<file path="src/rtl/counter_pkg.sv">
// -----------------------------------------------------------------------------
// counter_pkg
// Shared types and helpers for the FIR control counters.
//   cnt_width(n) : bits needed to index n states ($clog2), used for the count
//                  width (n = MAX_COUNT) and modulus width (n = MAX_COUNT+1).
//   cnt_dir_e    : step direction decoded from the inc/dec strobes.
// -----------------------------------------------------------------------------
package counter_pkg;

  function automatic int cnt_width(input int n);
    return $clog2(n);
  endfunction

  typedef enum logic [1:0] {
    CNT_HOLD = 2'd0,
    CNT_UP   = 2'd1,
    CNT_DOWN = 2'd2
  } cnt_dir_e;

endpackage

</file>
<file path="src/rtl/mod_counter_ctl.sv">
// -----------------------------------------------------------------------------
// mod_counter_ctl
// Run-time programmable modulo counter used by the FIR controller for tap,
// coefficient-address and pipeline-drain sequencing.
//
// Ports
//   clk       in   clock
//   reset     in   asynchronous active-high reset
//   clear     in   sync: count <- 0, latch modulus
//   load      in   sync: count <- load_val (range checked), latch modulus
//   load_val  in   [CW] parallel load value
//   modulus   in   [MW] requested modulus, 1..MAX_COUNT (others -> MAX_COUNT)
//   inc/dec   in   step up / down (both high = hold)
//   sat_mode  in   0 = wrap at boundaries, 1 = saturate
//   count     out  [CW] current count
//   co        out  count == modulus-1 (combinational)
//   zero      out  count == 0 (combinational)
//   wrap      out  one-cycle pulse aligned with the wrapped count value
//   load_err  out  one-cycle pulse aligned with a clamped load
//
// MAX_COUNT must be >= 2.
// -----------------------------------------------------------------------------
module mod_counter_ctl
  import counter_pkg::*;
#(
  parameter  int MAX_COUNT = 64,
  localparam int CW        = cnt_width(MAX_COUNT),
  localparam int MW        = cnt_width(MAX_COUNT + 1)
) (
  input  logic          clk,
  input  logic          reset,
  input  logic          clear,
  input  logic          load,
  input  logic [CW-1:0] load_val,
  input  logic [MW-1:0] modulus,
  input  logic          inc,
  input  logic          dec,
  input  logic          sat_mode,
  output logic [CW-1:0] count,
  output logic          co,
  output logic          zero,
  output logic          wrap,
  output logic          load_err
);

  localparam logic [MW-1:0] MOD_MAX = MW'(MAX_COUNT);
  localparam logic [MW-1:0] MOD_ONE = MW'(1);

  logic [CW-1:0] count_q, count_d;
  logic [MW-1:0] mod_q,   mod_d;
  logic          wrap_q,  wrap_d;
  logic          lerr_q,  lerr_d;

  cnt_dir_e      dir;
  logic [MW-1:0] mod_sel;    // sanitised modulus request
  logic [MW-1:0] count_ext;  // count widened to modulus width for compares
  logic [MW-1:0] top_val;    // mod_q - 1, at modulus width
  logic          at_top;
  logic          at_zero;

  // Illegal requests (0 or above MAX_COUNT) fall back to the full range so a
  // stray modulus never produces a zero-length loop.
  assign mod_sel = ((modulus == '0) || (modulus > MOD_MAX)) ? MOD_MAX : modulus;

  // Compares are done at MW bits; at CW bits a power-of-two MAX_COUNT would
  // alias mod_q == MAX_COUNT onto zero.
  assign count_ext = MW'(count_q);
  assign top_val   = mod_q - MOD_ONE;
  assign at_top    = (count_ext == top_val);
  assign at_zero   = (count_q == '0);

  always_comb begin
    unique case ({inc, dec})
      2'b10:   dir = CNT_UP;
      2'b01:   dir = CNT_DOWN;
      default: dir = CNT_HOLD;
    endcase
  end

  // Next state: clear > load > single-step. Pulses default low so they last
  // exactly one cycle and can never overlap.
  always_comb begin
    count_d = count_q;
    mod_d   = mod_q;
    wrap_d  = 1'b0;
    lerr_d  = 1'b0;
    if (clear) begin
      mod_d   = mod_sel;
      count_d = '0;
    end else if (load) begin
      mod_d = mod_sel;
      if (MW'(load_val) < mod_sel) begin
        count_d = load_val;
      end else begin
        // Out-of-range load clamps to the top of the new range.
        count_d = CW'(mod_sel - MOD_ONE);
        lerr_d  = 1'b1;
      end
    end else begin
      unique case (dir)
        CNT_UP: begin
          if (!at_top) begin
            count_d = count_q + CW'(1);
          end else if (!sat_mode) begin
            count_d = '0;
            wrap_d  = 1'b1;
          end
        end
        CNT_DOWN: begin
          if (!at_zero) begin
            count_d = count_q - CW'(1);
          end else if (!sat_mode) begin
            count_d = CW'(top_val);
            wrap_d  = 1'b1;
          end
        end
        default: ;
      endcase
    end
  end

  always_ff @(posedge clk or posedge reset) begin
    if (reset) begin
      count_q <= '0;
      mod_q   <= MOD_MAX;
      wrap_q  <= 1'b0;
      lerr_q  <= 1'b0;
    end else begin
      count_q <= count_d;
      mod_q   <= mod_d;
      wrap_q  <= wrap_d;
      lerr_q  <= lerr_d;
    end
  end

  assign count    = count_q;
  assign co       = at_top;
  assign zero     = at_zero;
  assign wrap     = wrap_q;
  assign load_err = lerr_q;

endmodule
</file>
<file path="config.mk">
export PLATFORM = sky130hd
export DESIGN_NAME = mod_counter_ctl
export DESIGN_NICKNAME = d
export VERILOG_FILES = /design/src/rtl/counter_pkg.sv /design/src/rtl/mod_counter_ctl.sv
export SDC_FILE = /design/constraint.sdc
export NUM_CORES = 1
export LEC_CHECK = 0
export BUFFER_PORTS_ARGS = -buffer_cell sky130_fd_sc_hd__buf_2
export CAP_MARGIN = 20
export CORE_AREA = 10 10 75 77
export CTS_BUF_LIST = sky130_fd_sc_hd__clkbuf_8 sky130_fd_sc_hd__clkbuf_16
export DETAILED_ROUTE_END_ITERATION = 16
export DIE_AREA = 0 0 85 87
export PLACE_DENSITY = 0.57
export SLEW_MARGIN = 10
export SYNTH_ARGS = -nofsm -noshare
export SYNTH_HDL_FRONTEND = slang
export SYNTH_SLANG_ARGS = --single-unit
</file>
<file path="constraint.sdc">
create_clock -name clk -period 3.3 [get_ports clk]
set_clock_uncertainty 0.05 [all_clocks]
set_input_delay 0.66 -clock clk [delete_from_list [all_inputs] [get_ports clk]]
set_output_delay 0.66 -clock clk [all_outputs]
set_load 0.01 [all_outputs]
</file>
==> results of run 1 <==
kinds of logic after synthesis:
logic type | count (synthesis)
compound gates | 49
xor+xnor | 18
fa+ha+maj | 12
buf+inv | 26
flops | 15
mux | 6
simple gates | 67
area by class of cell:
cell class                      count  area, um2
Fill cell                         442       2410
Multi-Input combinational cell    152       1110
Sequential cell                    15        377
Timing Repair Buffer               33        175
Tap cell                           52       65.1
Inverter                           13       48.8
Clock buffer                        3       41.3
Clock inverter                      1       5.00
metal layers:
metal | vias to the layer above | wire length, um
met5 | - | 0
met4 | 0 | 74
met3 | 7 | 239
met2 | 43 | 1950
met1 | 689 | 2080
li1 | 751 | -
registers in the layout, summed over array words and instances, names as in the netlist:
| signal | flops |
|---|---|
| count | 6 |
| mod_q | 7 |
| load_err | 1 |
| wrap | 1 |
critical path, stage by stage (launching register included):
cell	delay [ps]
dfrtp_1	450
inv_1	90
ha_1	220
or3b_1	450
o31a_1	260
nor4_1	340
and2_1	200
buf_2	140
worst paths after layout:
path | slack (ps) | end
min reg2reg | 480 | mod_q[6]
max reg2reg | 560 | count[5]
min | 410 | wrap
max in group asynchronous | 2420 | count[3]
min in group clk | 480 | mod_q[6]
max | 210 | co
per-stage QoR:
| step | instances | hold WS, ps | util | setup slack [ps] | cell area [um2] |
|---|---|---|---|---|---|
| CTS | 269 | 436 | 0.431 | 198 | 1830 |
| finish | 269 | 409 | 0.431 | 208 | 1830 |
| detailed placement | 265 | 468 | 0.420 | 472 | 1780 |
| global route | 269 | 470 | 0.431 | 66.4 | 1830 |
| floorplan | 193 | 439 | - | 434 | 1630 |
| global placement | 265 | 462 | 0.420 | 478 | 1780 |
synth_stat cells, types with 3 or more instances:
cell	number
dfrtp_1	14
inv_1	13
nand2_1	13
ha_1	12
nor2_1	12
a21oi_1	10
xnor2_1	10
nor3_1	8
o21ai_0	8
clkbuf_1	7
nand3_1	7
xor2_1	7
nand2b_1	6
mux2i_1	5
buf_6	4
a211oi_1	3
nor4_1	3
o31a_1	3
power groups by stage:
stage	clock [mW]	combinational, mW	sequential (mW)
final	0.146	0.290	0.243
after global routing	0.159	0.325	0.250
after CTS	0.150	0.292	0.243
after detailed placement	0	0.291	0.247
after global placement	0	0.292	0.248
after floorplan	0	0.231	0.228
==> flow_summary.ini, run 1 <==
[routing]
firstDrtPassIters = 4
drt-initial-drc-count = 112
postRouteAntennaNets = 0
vias = 1490
wl_per_cell_um = 16.1
vias_per_cell = 5.54
drt_wl_total_um = 4340
drcViolationCount = 0

[synthesis]
ys_ff_latch = 15
yosysSeqAreaShare = 0.232
synth_nets = 225
synth_area_um2 = 1630
synth_top_area_frac = 0.216
avgSynthCellArea_um2 = 8.42
yosysWarnings = 0
synth_cell_types = 55
synthFlopType = dfrtp_1
synth-simple-area-share = 0.223
synth_top_family_by_area = compound AO/OA/AOI/OAI gates
synth_area_leaders = dfrtp_1, ha_1, xnor2_1, xor2_1, a21oi_1
async_reset_ff_frac = 1.00
yosys.area_share.adder = 0.0924
synth_compound_area_frac = 0.224
synthMuxAreaShare = 0.0377
synth-xor-area-share = 0.108
yosys.area.top_type = dfrtp_1
synth_edf_count = 0
synthCells = 193

[timing]
fmax_mhz = 323
min_period_ps = 3090
finalMaxSlewViolations = 0
rsz0062_at_grt = no
setup_violations = 0
relSlewSlack = 0.529
period_share = 0.937
tightest_slew_ps = 704
setup_tns_ps = 0
final_hold_viol_count = 0

[pwr]
power_frac_seq = 0.358
p_total_mw = 0.679
internal_power_mw = 0.422
p_leak_nw = 0.826
p_switching_mw = 0.257
p_sw_frac = 0.379
pwr_density_cell_nw_per_um2 = 372
irDropWorstVdd_mv = 0.116
p_comb_frac = 0.427
power.share.clock = 0.215

[global_route]
grt_max_degree = 16
gr-usage-met1 = 0.151
grt_use_total = 0.121
met3_usage = 0.0272
antenna_found_initial = 0
busiest_layer = met2
overflow = 0
grt_pass1_wl_um = 7490
grt_pass1_vias = 1560
grtUsageMet2 = 0.201

[setup_path]
r2r_start = mod_q[0]
crit_arrival_ps = 2380
worstPathMaxFanout = 7
crit_type = reg2out
reg2reg_depth = 9
end_kind = primary output
crit_start = mod_q[0]
critPathLaunchType = flop
cp.required_ps = 2590

[placed_design]
place_congestion = 0.884
numPortBuffers = 29
hpwl_um = 3570

[job]
drv_cap = 0

[cells_and_area]
mostFrequentLayoutCells = buf_2, dfrtp_1, nand2_1, inv_1
finalNetCount = 250
drive_gt1_frac = 0.226
layout_commonest_cell = buf_2
syn_to_final_growth_pct = 12.3
n_antenna_cell = 0

[clock_tree]
htreeDepth = 1
post-cts-setup-buffers = 0
clkLatencyLatePin_ps = 240
cts.sinks = 15
cts_tree = done
cts_buffers = 3
cts_buffer_depth = 2
path_clk_slew_ps = 60
cts_hold_buf = 0
clock-root-buffer = clkbuf_8
cts_resized = 0

[die]
fp.dieH_um = 87
initial_core_util = 0.384
die_w_um = 85
core_region_area_um2 = 4230
die_area_um2 = 7400
io_pins = 30
rows = 24

[run_status]
status = finished, final reports clean

[min_path]
hold_class = in2async
No activity file was read; power rests on OpenSTA's default activity.
==> inputs of run 2 (changes only) <==
--- a/config.mk
+++ b/config.mk
@@ -5,12 +5,13 @@
 export SDC_FILE = /design/constraint.sdc
 export NUM_CORES = 1
 export LEC_CHECK = 0
+export ABC_AREA = 1
 export BUFFER_PORTS_ARGS = -buffer_cell sky130_fd_sc_hd__buf_2
 export CAP_MARGIN = 20
-export CORE_AREA = 10 10 75 77
+export CORE_AREA = 10 10 76 78
 export CTS_BUF_LIST = sky130_fd_sc_hd__clkbuf_8 sky130_fd_sc_hd__clkbuf_16
 export DETAILED_ROUTE_END_ITERATION = 16
-export DIE_AREA = 0 0 85 87
+export DIE_AREA = 0 0 86 88
 export PLACE_DENSITY = 0.57
 export SLEW_MARGIN = 10
 export SYNTH_ARGS = -nofsm -noshare
==> run 2 against run 1 <==
Largest cell class unchanged. Routed wire length up 1.8%. Maximum frequency up 15%. Largest power group unchanged. Critical path type unchanged. Critical path depth up 5.
==> flow_summary.ini, run 2 <==
[clock_tree]
post-cts-setup-buffers = 0
clock-root-buffer = clkbuf_8
clkLatencyLatePin_ps = 240
path_clk_slew_ps = 60
cts_resized = 0
cts_buffer_depth = 2
cts.sinks = 15
htreeDepth = 1
cts_tree = done
cts_hold_buf = 0
cts_buffers = 3

[synthesis]
synth_common_cells = nand2_1, nand3_1, inv_1
synth_nets = 286
synthFlopType = dfrtp_1
synth_top_area_frac = 0.211
yosysSeqAreaShare = 0.227
synth.most_common_cell = nand2_1
synth_cell_types = 29
async_reset_ff_frac = 1.00
synth_edf_count = 0
avgSynthCellArea_um2 = 6.53
yosysWarnings = 0
synth_area_um2 = 1660
ys_ff_latch = 15
synthCells = 254
synth_area_leaders = dfrtp_1, nand2_1, nand3_1, ha_1, inv_1
yosys.area.top_type = dfrtp_1

[cells_and_area]
finalNetCount = 318
syn_to_final_growth_pct = 14.7
final_util = 0.443
finish.instance_area_um2 = 1900
layout_commonest_cell = nand2_1
n_antenna_cell = 0
mostFrequentLayoutCells = nand2_1, nand3_1, inv_1
fin_cells = 337
drive_gt1_frac = 0.186
largest-register = mod_q
largest_register_ffs = 7

[die]
io_pins = 30
core_region_area_um2 = 4290
die_area_um2 = 7570
initial_core_util = 0.386
fp.dieH_um = 88
rows = 24
die_w_um = 86

[setup_path]
crit_type = reg2out
end_kind = primary output
critical_path_buf_inv_count = 4
crit_arrival_ps = 1970
cpMaxStageDelayCell = dfrtp_1
critPathLaunchType = flop
cp_top_family = simple AND/OR/NAND/NOR gates
cp.required_ps = 2590
cpMostUsedCell = nand2_1
worstPathMaxFanout = 8
max_stage_delay_ps = 410
path_cells = inv_2 -> ha_1 -> inv_1 -> nand2_1 -> nand2_1 -> nand2_1 -> nand2_1 -> nand2_2 -> nor2_4 -> nand3_1 -> inv_1 -> buf_2

[pwr]
power.share.clock = 0.203
internal_power_mw = 0.407
p_leak_nw = 0.996
pwr_density_cell_nw_per_um2 = 365
p_sw_frac = 0.415
irDropWorstVdd_mv = 0.111
power_frac_seq = 0.346
p_comb_frac = 0.451
p_switching_mw = 0.288
p_total_mw = 0.695

[timing]
setup_violations = 0
finalMaxSlewViolations = 0
fin_ws_ps = 617
tightest_slew_ps = 565
min_period_ps = 2680
period_share = 0.813
fmax_mhz = 373
hold_ws_ps = 413
rsz0062_at_grt = no
setup_tns_ps = 0
final_hold_viol_count = 0
relSlewSlack = 0.623

[routing]
drt_wl_total_um = 4420
vias = 1666
vias_per_cell = 4.94
firstDrtPassIters = 4
wl_per_cell_um = 13.1
postRouteAntennaNets = 0
drcViolationCount = 0
drt-initial-drc-count = 51

[min_path]
hold_class = in2async

[placed_design]
hpwl_um = 3710
place_congestion = 0.863
numPortBuffers = 29
place_inst = 333
dp_slack_ps = 650
placedInstanceArea_um2 = 1860

[job]
drv_cap = 0

[global_route]
antenna_found_initial = 0
grt_max_degree = 16
grt_pass1_vias = 1599
grt_pass1_wl_um = 7400
grt_use_total = 0.117
overflow = 0

[run_status]
status = finished, final reports clean
[run 2: cell types whose count changed after synthesis, sizes merged, moves of 7 or more]
cell   delta
nand2    +64
nand3    +28
nor2     +10
o21ai    +10
inv      +20
nand4     +7
[run 2: path summary, 6_finish.rpt]
path	startpoint	end	slack, ps	depth (start not counted)
max	mod_q[0]	co	620	12
max reg2reg	mod_q[0]	count[1]	1240	14
min in group clk	mod_q[6]	mod_q[6]	460	2
max in group asynchronous	reset	mod_q[6]	2410	2
min	reset	count[4]	410	2
min reg2reg	mod_q[6]	mod_q[6]	460	2
[run 2: final cells by class]
cell class	instances	area, um2
multi-input cells	203	1140
repair buffers	30	153
inverters	33	124
flip-flops and latches	15	377
fillers	469	2390
well taps	52	65.1
clock inverters	1	3.75
clock buffers	3	41.3
[run 2: worst register-to-register path: stages, from the launching register on]
cell     delay, ps
dfrtp_1        410
inv_2          100
ha_1           280
inv_1           70
nand2_1         70
nand2_1        110
nand2_1         50
nand2_1         80
nand2_2         60
nor2_4         120
nand4_1        220
nand3_1        160
nand2_1         60
nand3_1         60
nand2_1         50
[run 2: power by group through the flow]
stage | clock network (mW) | registers (mW) | logic [mW]
CTS | 0.145 | 0.240 | 0.317
finish | 0.141 | 0.241 | 0.313
global placement | 0 | 0.243 | 0.315
detailed placement | 0 | 0.243 | 0.315
floorplan | 0 | 0.234 | 0.239
global route | 0.152 | 0.244 | 0.356
[run 2: kinds of logic (layout without fill, tap and decap cells)]
logic type / after synthesis / in the layout / share of synthesized area
AO/OA/AOI/OAI: 33 / 33 / 0.115
XOR/XNOR: 10 / 10 / 0.0528
adder cells (fa/ha/maj): 12 / 12 / 0.0905
buffers and inverters: 36 / 67 / 0.0860
flip-flops: 15 / 15 / 0.227
AND/OR/NAND/NOR: 148 / 148 / 0.428
[run 2: routing by layer]
| layer | global-route usage | wire, um |
|---|---|---|
| met4 | 0.0434 | 28 |
| met1 | 0.153 | 2270 |
| met3 | 0.0176 | 116 |
| met5 | 0 | 0 |
| met2 | 0.190 | 2000 |
==> inputs of run 3 (changes only) <==
==> constraint.sdc (replaced) <==
create_clock -name clk -period 2.5 [get_ports clk]
set_clock_uncertainty 0.05 [all_clocks]
set_input_delay 0.5 -clock clk [delete_from_list [all_inputs] [get_ports clk]]
set_output_delay 0.5 -clock clk [all_outputs]
set_load 0.01 [all_outputs]
==> run 3 against run 2 <==
Clock-buffer cell count unchanged. First-iteration DRC count is 9.8% higher. Critical path depth did not move. Hold slack got worse by 160 ps. Via count grew 3.2%. Global-route usage is 0.31 points higher. Design area increased by 2.9%. Total power increased by 34%. Non-clock buffer count grew 5. Setup slack lost 440 ps. Flip-flop and latch count unchanged.
==> flow_summary.ini, run 3 (same netlist as run 2, synthesis figures left out) <==
[run_status]
status = finished, final reports clean

[clock_tree]
cts_buffers = 3
htreeDepth = 1
clkLatencyLatePin_ps = 240
cts_buffer_depth = 2
clock-root-buffer = clkbuf_8
path_clk_slew_ps = 60
cts.sinks = 15
cts_tree = done

[setup_path]
r2r-end = count[3]
end_kind = primary output
worst-path-stages = 12
path_cells = inv_1 -> ha_4 -> inv_1 -> nand2_1 -> nand2_1 -> nand2_1 -> nand2_1 -> nand2_2 -> nor2_4 -> nand3_2 -> inv_1 -> buf_2
crit_type = reg2out
cp_top_family = simple AND/OR/NAND/NOR gates
max_stage_delay_ps = 390
worstPathMaxFanout = 6
cpMostUsedCell = nand2_1
r2r_start = count[0]
endpoint = co
critPathLaunchType = flop
crit_start = mod_q[1]
cp.required_ps = 1950
crit_arrival_ps = 1770
critical_path_buf_inv_count = 4
reg2reg_slack_ps = 470
reg2reg_depth = 11
cpMaxStageDelayCell = dfrtp_1

[cells_and_area]
fin_cells = 342
largest-register = mod_q
final_util = 0.456
drive_gt1_frac = 0.207
syn_to_final_growth_pct = 18.0
n_fill_cell = 453
mostFrequentLayoutCells = nand2_1, nand3_1, inv_1
n_antenna_cell = 0
finalNetCount = 323
largest_register_ffs = 7
layout_commonest_cell = nand2_1

[timing]
finalMaxSlewViolations = 0
setup_tns_ps = 0
min_period_ps = 2320
relSlewSlack = 0.621
fmax_mhz = 431
hold_ws_ps = 255
fin_ws_ps = 180
period_share = 0.928
rsz0062_at_grt = no
setup_violations = 0
final_hold_viol_count = 0
tightest_slew_ps = 568

[routing]
drcViolationCount = 0
drt_wl_total_um = 4520
vias_per_cell = 5.03
vias = 1720
wl_per_cell_um = 13.2
postRouteAntennaNets = 0
firstDrtPassIters = 4
drt-initial-drc-count = 56

[die]
core_region_area_um2 = 4290
initial_core_util = 0.386
rows = 24
die_area_um2 = 7570
fp.dieH_um = 88
io_pins = 30
die_w_um = 86

[placed_design]
place_congestion = 0.860
hpwl_um = 3820
place_inst = 337
dp_slack_ps = 140
numPortBuffers = 29

[job]
drv_cap = 0

[global_route]
antenna_found_initial = 0
grt_max_degree = 16
grt_pass1_wl_um = 7570
grt_use_total = 0.120
grt_pass1_vias = 1708
overflow = 0

[pwr]
irDropWorstVdd_mv = 0.186
p_leak_nw = 1.02
pwr_density_cell_nw_per_um2 = 477

[min_path]
hold_class = in2async
[run 3: how the worst min path moves through the flow]
stage	start	endpoint	slack (ps)	cells after the start
2_1_floorplan	reset	count[0]	350	1
5_1_grt	reset	mod_q[2]	310	2
3_3_place_gp	mod_q[6]	mod_q[6]	460	2
4_1_cts	reset	count[4]	280	2
6_report	reset	mod_q[4]	250	2
3_5_place_dp	mod_q[6]	mod_q[6]	460	2
[run 3: what timing repair did]
item                                    in CTS  in global routing
setup buffers                                0                  1
resized for setup                            2                  1
hold buffers                                 0                  0
endpoints found under the setup margin       1                  1
[run 3: metrics by stage]
step	instance area, um2	power [mW]
detailed placement	1890	0.742
finish	1960	0.933
floorplan	1660	0.625
global route	1960	1.01
CTS	1940	0.939
global placement	1890	0.742
[run 3: routing by layer]
metal | up-vias | part of all wire | global-route usage
met2 | 36 | 0.47 | 0.207
li1 | 909 | - | -
met1 | 773 | 0.49 | 0.145
met3 | 2 | 0.036 | 0.0195
met4 | 0 | 0.0062 | 0.0509
met5 | - | 0 | 0
[run 3: final cells by class]
class                   instances  area [um2]  area share
inverters                      33         124      0.0633
clock buffers                   3        41.3      0.0211
multi-input cells             203        1160       0.591
clock inverters                 1        3.75     0.00192
flip-flops and latches         15         377       0.192
well taps                      52        65.1      0.0332
repair buffers                 35         190      0.0971
[run 3: power breakdown]
group | switching, mW | internal (mW)
registers | 0.0488 | 0.268
logic | 0.258 | 0.171
clock network | 0.0788 | 0.108
